===== src/rtl/mem_router_pkg.sv =====
// Shared types and constants for the memory request router.
// The stats counter width applies only when MEM_REQ_ROUTER_STATS_EN is defined.
package mem_router_pkg;

    typedef enum logic [1:0] {
        EMPTY = 2'd0,
        ONE   = 2'd1,
        TWO   = 2'd2
    } buf_state_e;

    localparam int unsigned TGT_D  = 0;
    localparam int unsigned TGT_I  = 1;
    localparam int unsigned STAT_W = 16;

endpackage


===== src/rtl/mem_req_router_if.sv =====
// Core-side request stream and per-target memory-side ports of the router.
// master drives requests and downstream ready; slave is the router.
interface mem_req_router_if #(
    parameter int unsigned DATA_W    = 32,
    parameter int unsigned N_TARGETS = 2,
    parameter int unsigned SEL_W     = 3
);
    logic                          in_valid;
    logic                          in_ready;
    logic [DATA_W-1:0]             in_data;
    logic [SEL_W-1:0]              in_sel;
    logic [N_TARGETS-1:0]          out_valid;
    logic [N_TARGETS-1:0]          out_ready;
    logic [N_TARGETS*DATA_W-1:0]   out_data;

    modport master (
        output in_valid, in_data, in_sel, out_ready,
        input  in_ready, out_valid, out_data
    );

    modport slave (
        input  in_valid, in_data, in_sel, out_ready,
        output in_ready, out_valid, out_data
    );
endinterface


===== src/rtl/router_skid_buf.sv =====
// Two-entry in-order skid buffer with registered push_ready and head_valid.
// The head entry always sits in head_q; tail_q holds the second entry when full.
module router_skid_buf
    import mem_router_pkg::*;
#(
    parameter int unsigned W = 35
) (
    input  logic         clk,
    input  logic         rst_n,
    input  logic         push_valid,
    output logic         push_ready,
    input  logic [W-1:0] push_data,
    output logic         head_valid,
    output logic [W-1:0] head_data,
    input  logic         pop
);

    buf_state_e   state_q, state_d;
    logic [W-1:0] head_q, head_d;
    logic [W-1:0] tail_q, tail_d;
    logic         push;

    assign push      = push_valid & push_ready;
    assign head_data = head_q;

    // Next state and entry updates; pop is only meaningful while non-empty.
    always_comb begin
        state_d = state_q;
        head_d  = head_q;
        tail_d  = tail_q;
        case (state_q)
            EMPTY: begin
                if (push) begin
                    state_d = ONE;
                    head_d  = push_data;
                end
            end
            ONE: begin
                if (push && pop) begin
                    head_d = push_data;
                end else if (push) begin
                    state_d = TWO;
                    tail_d  = push_data;
                end else if (pop) begin
                    state_d = EMPTY;
                end
            end
            TWO: begin
                if (pop) begin
                    state_d = ONE;
                    head_d  = tail_q;
                end
            end
            default: state_d = EMPTY;
        endcase
    end

    always_ff @(posedge clk or negedge rst_n) begin
        if (!rst_n) begin
            state_q    <= EMPTY;
            head_q     <= '0;
            tail_q     <= '0;
            push_ready <= 1'b1;
            head_valid <= 1'b0;
        end else begin
            state_q    <= state_d;
            head_q     <= head_d;
            tail_q     <= tail_d;
            push_ready <= (state_d != TWO);
            head_valid <= (state_d != EMPTY);
        end
    end

endmodule


===== src/rtl/mem_req_router.sv =====
// Routes one core request stream to N_TARGETS ports via a 2-entry skid buffer,
// discarding out-of-range selectors. Define MEM_REQ_ROUTER_STATS_EN for counters.
module mem_req_router
    import mem_router_pkg::*;
#(
    parameter int unsigned DATA_W    = 32,
    parameter int unsigned N_TARGETS = 2,
    parameter int unsigned SEL_W     = 3
) (
    input  logic                        clk,
    input  logic                        rst_n,
    input  logic                        enable,
`ifdef MEM_REQ_ROUTER_STATS_EN
    input  logic                        stat_clr,
    output logic [N_TARGETS*STAT_W-1:0] stat_cnt,
    output logic [STAT_W-1:0]           stat_err,
`endif
    mem_req_router_if.slave             bus,
    output logic                        err_pulse,
    output logic [SEL_W-1:0]            err_sel
);

    localparam int unsigned ENTRY_W = SEL_W + DATA_W;

    generate
        if (N_TARGETS < 2 || N_TARGETS > 8 || (2 ** SEL_W) < N_TARGETS) begin : g_bad_cfg
            $error("mem_req_router: illegal N_TARGETS/SEL_W combination");
        end
    endgenerate

    logic [ENTRY_W-1:0]   head;
    logic                 head_valid;
    logic [SEL_W-1:0]     head_sel;
    logic [DATA_W-1:0]    head_data;
    logic                 sel_ok;
    logic                 route;
    logic                 discard;
    logic                 pop;
    logic [N_TARGETS-1:0] hs;
    logic [SEL_W-1:0]     err_sel_q;

    router_skid_buf #(
        .W (ENTRY_W)
    ) u_buf (
        .clk        (clk),
        .rst_n      (rst_n),
        .push_valid (bus.in_valid),
        .push_ready (bus.in_ready),
        .push_data  ({bus.in_sel, bus.in_data}),
        .head_valid (head_valid),
        .head_data  (head),
        .pop        (pop)
    );

    assign head_sel  = head[ENTRY_W-1 -: SEL_W];
    assign head_data = head[DATA_W-1:0];
    assign sel_ok    = (32'(head_sel) < N_TARGETS);
    assign route     = enable & head_valid & sel_ok;
    assign discard   = enable & head_valid & ~sel_ok;

    // Present the head on exactly its selected port; everything else stays zero.
    always_comb begin
        bus.out_valid = '0;
        bus.out_data  = '0;
        for (int unsigned k = 0; k < N_TARGETS; k++) begin
            if (route && head_sel == SEL_W'(k)) begin
                bus.out_valid[k]                  = 1'b1;
                bus.out_data[k*DATA_W +: DATA_W]  = head_data;
            end
        end
    end

    // out_ready on an idle port is masked by out_valid.
    assign hs  = bus.out_valid & bus.out_ready;
    assign pop = (|hs) | discard;

    // err_sel shows the discarded selector in the discard cycle, then holds it.
    always_ff @(posedge clk or negedge rst_n) begin
        if (!rst_n) begin
            err_sel_q <= '0;
        end else if (discard) begin
            err_sel_q <= head_sel;
        end
    end

    assign err_pulse = discard;
    assign err_sel   = discard ? head_sel : err_sel_q;

`ifdef MEM_REQ_ROUTER_STATS_EN
    logic [STAT_W-1:0] cnt_q [N_TARGETS];
    logic [STAT_W-1:0] err_cnt_q;

    // Saturating counters; clear takes priority over a same-cycle increment.
    always_ff @(posedge clk or negedge rst_n) begin
        if (!rst_n) begin
            for (int unsigned k = 0; k < N_TARGETS; k++) begin
                cnt_q[k] <= '0;
            end
            err_cnt_q <= '0;
        end else if (stat_clr) begin
            for (int unsigned k = 0; k < N_TARGETS; k++) begin
                cnt_q[k] <= '0;
            end
            err_cnt_q <= '0;
        end else begin
            for (int unsigned k = 0; k < N_TARGETS; k++) begin
                if (hs[k] && cnt_q[k] != '1) begin
                    cnt_q[k] <= cnt_q[k] + STAT_W'(1);
                end
            end
            if (discard && err_cnt_q != '1) begin
                err_cnt_q <= err_cnt_q + STAT_W'(1);
            end
        end
    end

    generate
        for (genvar g = 0; g < int'(N_TARGETS); g++) begin : g_stat
            assign stat_cnt[g*STAT_W +: STAT_W] = cnt_q[g];
        end
    endgenerate

    assign stat_err = err_cnt_q;
`endif

endmodule


===== src/flat_wrapper.sv =====
// flat-port wrapper written by rule: the top's interface ports become plain ports
module mem_req_router_flat import mem_router_pkg::*;
#(
    parameter int unsigned DATA_W    = 32,
    parameter int unsigned N_TARGETS = 2,
    parameter int unsigned SEL_W     = 3
)
  (clk, rst_n, enable, err_pulse, err_sel, bus_in_valid, bus_in_data, bus_in_sel, bus_out_ready, bus_in_ready, bus_out_valid, bus_out_data);
  mem_req_router_if #(.DATA_W(DATA_W), .N_TARGETS(N_TARGETS), .SEL_W(SEL_W)) bus_i ();
  input  logic clk;
  input  logic rst_n;
  input  logic enable;
  output logic err_pulse;
  output logic [SEL_W-1:0] err_sel;
  input wire logic [$bits(bus_i.in_valid)-1:0] bus_in_valid;
  input wire logic [$bits(bus_i.in_data)-1:0] bus_in_data;
  input wire logic [$bits(bus_i.in_sel)-1:0] bus_in_sel;
  input wire logic [$bits(bus_i.out_ready)-1:0] bus_out_ready;
  output wire logic [$bits(bus_i.in_ready)-1:0] bus_in_ready;
  output wire logic [$bits(bus_i.out_valid)-1:0] bus_out_valid;
  output wire logic [$bits(bus_i.out_data)-1:0] bus_out_data;
  assign bus_i.in_valid = bus_in_valid;
  assign bus_i.in_data = bus_in_data;
  assign bus_i.in_sel = bus_in_sel;
  assign bus_i.out_ready = bus_out_ready;
  assign bus_in_ready = bus_i.in_ready;
  assign bus_out_valid = bus_i.out_valid;
  assign bus_out_data = bus_i.out_data;
  mem_req_router #(.DATA_W(DATA_W), .N_TARGETS(N_TARGETS), .SEL_W(SEL_W)) u_core (.clk(clk), .rst_n(rst_n), .enable(enable), .bus(bus_i), .err_pulse(err_pulse), .err_sel(err_sel));
endmodule

===== config.mk =====
export PLATFORM = sky130hd
export DESIGN_NAME = mem_req_router_flat
export DESIGN_NICKNAME = d
export VERILOG_FILES = /design/src/rtl/mem_router_pkg.sv /design/src/rtl/mem_req_router_if.sv /design/src/rtl/router_skid_buf.sv /design/src/rtl/mem_req_router.sv /design/src/flat_wrapper.sv
export SDC_FILE = /design/constraint.sdc
export NUM_CORES = 1
export LEC_CHECK = 0
export BUFFER_PORTS_ARGS = -buffer_cell sky130_fd_sc_hd__buf_4
export CAP_MARGIN = 25
export CORE_MARGIN = 5
export CORE_UTILIZATION = 55
export CTS_CLUSTER_SIZE = 30
export DETAILED_ROUTE_END_ITERATION = 10
export HOLD_SLACK_MARGIN = 0.02
export PLACE_DENSITY = 0.84
export RECOVER_POWER = 100
export SYNTH_ARGS = -nofsm -noshare
export SYNTH_HDL_FRONTEND = slang
export SYNTH_SLANG_ARGS = --single-unit

===== constraint.sdc =====
create_clock -name clk -period 4.31 [get_ports clk]
set_input_delay 0.431 -clock clk [delete_from_list [all_inputs] [get_ports clk]]
set_output_delay 0.431 -clock clk [all_outputs]
set_load 0.01 [all_outputs]

==> results of run 1 <==
-- state kept, by name, summed over array words and instances, names as in the netlist --
register                 cells
u_core.u_buf.head_data      35
u_core.err_sel_q             3
u_core.u_buf.push_ready      1
u_core.u_buf.tail_q         35
u_core.u_buf.state_q         2
u_core.u_buf.head_valid      1
-- path summary, 6_finish.rpt --
path	endpoint	slack (ns)	depth (start not counted)
setup / recovery	u_core.u_buf.tail_q[31]	1.09	5
hold / removal	u_core.u_buf.tail_q[21]	0.31	2
setup reg to reg	u_core.u_buf.tail_q[31]	1.09	5
hold reg to reg	u_core.err_sel_q[2]	0.48	2
max in group asynchronous	u_core.u_buf.tail_q[1]	2.61	1
min in group asynchronous	u_core.u_buf.tail_q[27]	0.59	1
-- where the power goes --
group          internal (mW)  switching [mW]  leakage, nW
clock network          0.356           0.248        0.116
logic                  0.461           0.533         1.07
registers               1.09           0.236        0.880
-- layout make-up --
type,count,share of cell area [%]
flip-flops and latches,77,40.5
multi-input cells,239,36.2
repair buffers,117,16.5
clock buffers,12,3.26
well taps,80,2.10
clock inverters,4,1.47
-- metrics by stage --
step,cells,hold WS [ns],utilization (%)
floorplan,340,0.135,-
global placement,512,0.457,69.0
detailed placement,513,0.468,69.2
CTS,529,0.260,72.5
global route,529,0.290,70.9
finish,529,0.307,70.9
-- routing by layer --
| layer | wire length (µm) | track usage [%] | share of wire (%) | vias up |
|---|---|---|---|---|
| met2 | 4630 | 35.8 | 51 | 92 |
| met3 | 503 | 6.42 | 5.6 | 8 |
| li1 | - | - | - | 1379 |
| met4 | 81 | 7.18 | 0.90 | 0 |
| met5 | 0 | 0 | 0 | - |
| met1 | 3830 | 28.0 | 42 | 1425 |
-- cells in the final DEF (no fill, tap or decap), drive strengths merged --
master   n
buf     90
dfrtp   76
a21oi   73
and2    66
clkbuf  39
mux2i   37
mux2    36
nand2    8
nor2     7
nand2b   2
o21ai    2
clkinv   2
bufinv   2
nor4     1
and3     1
nor2b    1
or2      1
nor3     1
o211ai   1
a21boi   1
o32ai    1
dfstp    1
-- cell families after synthesis --
| logic type | Yosys count | synth area share [%] |
|---|---|---|
| AND/OR/NAND/NOR | 88 | 14.0 |
| AO/OA/AOI/OAI | 78 | 10.9 |
| flip-flops | 77 | 51.4 |
| multiplexers | 73 | 20.7 |
| buffers and inverters | 24 | 2.97 |
-- worst max-delay path: cells and delay by family, from the launching register on --
family | cells | cell delay [ns]
DFF | 1 | 0.44
buffers and inverters | 1 | 1.48
muxes | 2 | 0.72
and+or+nand+nor | 1 | 0.22
AOI/OAI and AO/OA | 1 | 0.22
==> impl_metrics.tcl, run 1 <==
set metrics [dict create \
    postCtsSetupRepairBufs 0 \
    via_count 2904 \
    worst_slack_ns 1.09 \
    critical_path_class "reg -> reg" \
    tns_ns 0 \
    yosysTopAreaCell "dfrtp_1" \
    dieArea_um2 8570 \
    syn2layout_area_growth_pct 27.0 \
    die_width_um 92.6 \
    ys_warn_count 0 \
    grt_remaining_overflow 0 \
    crit_path_max_fanout 35 \
    tightest_slew_ns 2.06 \
    register_area_um2 1930 \
    synth_common_cells "dfrtp_1, a21oi_1, and2_1, mux2i_1, mux2_1" \
    synth_edf_count 0 \
    netlist_instances 340 \
    cts_resized 0 \
    syn_nets 381 \
    yosysMostFrequentCell "dfrtp_1" \
    rsz0062_at_grt "no" \
    cp.required_ns 4.53 \
    cts_buffer_depth 2 \
    fin_crit_ns 3.22 \
    final_nets 485 \
    slew_headroom_pct -37.3 \
    vdd_drop_max_v 0.000300 \
    grt_pass1_wl_um 14800 \
    final_antenna_net_count 0 \
    worstReg2RegStart "u_core.u_buf.head_data[32]" \
    cts-buffers-inserted 9 \
    drtIter0Drc 116 \
    wl_per_cell_um 17.1 \
    cap_violations 3 \
    ys_seq_elements 77 \
    synth.cell_area_um2 3750 \
    rows 30 \
    grt_util_all_layers_pct 21.9 \
    grt_max_degree 78 \
    place.gp.congestion 0.771 \
    pre_cts_slack_ns 1.79 \
    post-route-period-util_pct 74.8 \
    hold_violations 0 \
    drt_wl_total_um 9050 \
    start_util_pct 55.8 \
    path_cells "mux2i_1, a21oi_1, nor3_4, clkbuf_1, mux2_2" \
    synth_ff_type "dfrtp_1" \
    fin_skew_ns 0.00856 \
    dp_hpwl_um 5970 \
    violations "capacitance limit, slew limit" \
    placed_area_um2 4650 \
    synth_area_leaders "dfrtp_1, and2_1, mux2i_1, a21oi_1, mux2_1" \
    drc 0 \
    viasPerCell 5.49 \
    fp.dieH_um 92.6 \
    final-max-slew-violation-count 133 \
    cp.arrival_ns 3.44 \
    hold_buffers 0 \
    clock-root-buffer "clkbuf_8" \
    clock_latency_ns 0.34 \
    cp_slowest_stage_delay_ns 1.48 \
    fin_area_um2 4760 \
    async_flop_share_pct 100 \
    status "finished, violations left" \
    boundaryPins 112 \
    syn_area_per_cell_um2 11.0 \
    port-buffer-count 111 \
    critPathLaunch "u_core.u_buf.head_data[32]" \
    multi_input_area_um2 1720 \
    powerDensity_nw_per_um2 614 \
    start_kind "flop" \
    antenna_found_initial 0 \
    post_route_cells_drive_above_1_share_pct 25.6 \
    fmax_ghz 0.310 \
    clk_pin_slew_worst_paths_ns 0.07 \
    grt_pass1_vias 2988 \
    tritoncts "done" \
    synth_cell_types 23 \
    critPathSlowestCell "clkbuf_1" \
    htree_levels 3 \
    setup_viol 0 \
    first_pass_iters 4 \
    n_antenna_cell 0 \
    synth_top_cell_area_share_pct 50.7 \
    min_from "bus_in_data[21]" \
    finalPower_mw 2.92 \
    total_leakage_power_nw 2.07 \
    hold_class "in -> reg" \
    ys_seq_area_share_pct 51.4 \
    fillers 513 \
    core_um2 6720 \
    cts.sinks 77 \
    cp-end-kind "flop" \
]
(Power assumes the default switching activity.)
==> run 2, diff against run 1 <==
CORE_UTILIZATION = 47   (was 55)
PLACE_DENSITY = 0.77   (was 0.84)
clock period = 2.7 ns   (was 4.31 ns; I/O delays follow)
==> run 2 against run 1 <==
The flow still finishes with violations (capacitance limit, slew limit); final cell count is 5.3% higher; clock skew is 0.0016 ns lower; combinational power is 56% higher; hold slack worse by 0.15 ns; setup slack worse by 0.83 ns; power is 59% higher; count of clock-buffer cells in the layout stayed put; largest cell class unchanged; largest power group unchanged.
==> impl_metrics.tcl, run 2 (same netlist as run 1, synthesis figures left out) <==
set metrics [dict create \
    status "finished, violations left" \
    violations "capacitance limit, slew limit" \
    vdd_drop_max_v 0.000442 \
    final-max-slew-violation-count 76 \
    grt_pass1_wl_um 14100 \
    min_from "bus_in_data[26]" \
    fin_skew_ns 0.00693 \
    rsz0062_at_grt "no" \
    cts_buffer_depth 2 \
    placed_cells 539 \
    worstReg2RegStart "u_core.u_buf.head_data[32]" \
    layout_commonest_cell "buf_4" \
    cap_violations 1 \
    clock-root-buffer "clkbuf_8" \
    final_cell_mix "buf_4, dfrtp_1, a21oi_1, and2_0, mux2i_1" \
    port-buffer-count 111 \
    hold_end "u_core.u_buf.tail_q[26]" \
    post-route-period-util_pct 90.7 \
    fp.dieH_um 99.3 \
    whs_path_depth 2 \
    cp.arrival_ns 2.67 \
    r2r_cells 5 \
    drt_wl_total_um 8940 \
    drc 0 \
    hold_violations 0 \
    dieArea_um2 9860 \
    r2r_slack_ns 0.25 \
    hold_class "in -> reg" \
    rows 32 \
    syn2layout_area_growth_pct 28.3 \
    start_kind "flop" \
    cts.sinks 77 \
    core_um2 7770 \
    first_pass_iters 4 \
    htree_levels 3 \
    total_leakage_power_nw 2.09 \
    boundaryPins 112 \
    final_antenna_net_count 0 \
    setup_viol 0 \
    cp.required_ns 2.92 \
    powerDensity_nw_per_um2 964 \
    viasPerCell 5.21 \
    worst_slack_ns 0.252 \
    dp_hpwl_um 6100 \
    antenna_found_initial 0 \
    postLayoutCoreUtil_pct 61.9 \
    grt_max_degree 78 \
    die_width_um 99.3 \
    tns_ns 0 \
    pre_cts_slack_ns 0.628 \
    tritoncts "done" \
    fin_area_um2 4810 \
    wl_per_cell_um 16.0 \
    final_nets 491 \
    cp-end-kind "flop" \
    reg2reg_to "u_core.u_buf.tail_q[31]" \
    tightest_slew_ns 1.65 \
    critical_path_class "reg -> reg" \
    grt_remaining_overflow 0 \
    post_route_cells_drive_above_1_share_pct 25.7 \
    start_util_pct 48.3 \
    clock_latency_ns 0.34 \
    finalNonFillerCells 557 \
    drtIter0Drc 100 \
    cts-buffers-inserted 9 \
    fin_crit_ns 2.45 \
    slew_headroom_pct -9.88 \
    n_antenna_cell 0 \
    via_count 2900 \
    cts_resized 0 \
    placed_area_um2 4700 \
    fmax_ghz 0.409 \
    grt_util_all_layers_pct 18.0 \
    grt_pass1_vias 2900 \
    place.gp.congestion 0.788 \
    clk_pin_slew_worst_paths_ns 0.08 \
    crit_path_max_fanout 35 \
]
-- run 2: area by class of cell --
class	instances	area, µm²
multi-input cells	239	1720
clock inverters	4	70.1
repair buffers	123	813
well taps	102	128
flip-flops and latches	77	1930
fillers	668	2960
clock buffers	12	155
-- run 2: per-stage QoR --
| step | power, mW | hold slack (ns) |
|---|---|---|
| 2_1_floorplan | 3.16 | -0.0256 |
| 3_3_place_gp | 3.68 | 0.461 |
| 3_5_place_dp | 3.76 | 0.466 |
| 4_1_cts | 4.75 | 0.110 |
| 5_1_grt | 4.97 | 0.137 |
| 6_report | 4.64 | 0.152 |
-- run 2: metal layers --
| metal | GRT usage (%) | routed length, µm | up-vias |
|---|---|---|---|
| met5 | 0 | 0 | - |
| met4 | 6.93 | 97 | 0 |
| met3 | 4.21 | 689 | 9 |
| met2 | 29.3 | 4240 | 106 |
| met1 | 23.3 | 3910 | 1393 |
| li1 | - | - | 1392 |
-- run 2: what timing repair did --
item,4_1_cts,5_1_grt
hold buffers,0,1
hold endpoints to repair,0,69
buffers inserted,0,0
-- run 2: power by group --
group	internal (mW)	switching, mW
Sequential	1.74	0.373
Clock	0.569	0.405
Combinational	0.725	0.828
-- run 2: how the worst max path moves through the flow --
stage	from	end	slack, ns	depth (start not counted)
after floorplan	u_core.u_buf.push_ready	u_core.u_buf.head_data[0]	0.87	6
after global placement	u_core.u_buf.head_data[32]	u_core.u_buf.tail_q[32]	0.64	5
after detailed placement	u_core.u_buf.head_data[32]	u_core.u_buf.tail_q[29]	0.63	5
after CTS	u_core.u_buf.head_data[34]	bus_out_data[48]	0.30	5
after global routing	u_core.u_buf.head_data[32]	u_core.u_buf.tail_q[32]	0.1	5
final	u_core.u_buf.head_data[32]	u_core.u_buf.tail_q[31]	0.25	5
-- run 2: worst max-delay path: stages, from the launching register on --
cell and delay, ns:
dfrtp_1 0.42, mux2i_1 0.25, a21oi_1 0.22, nor3_4 0.23, clkbuf_2 0.78, mux2_2 0.42
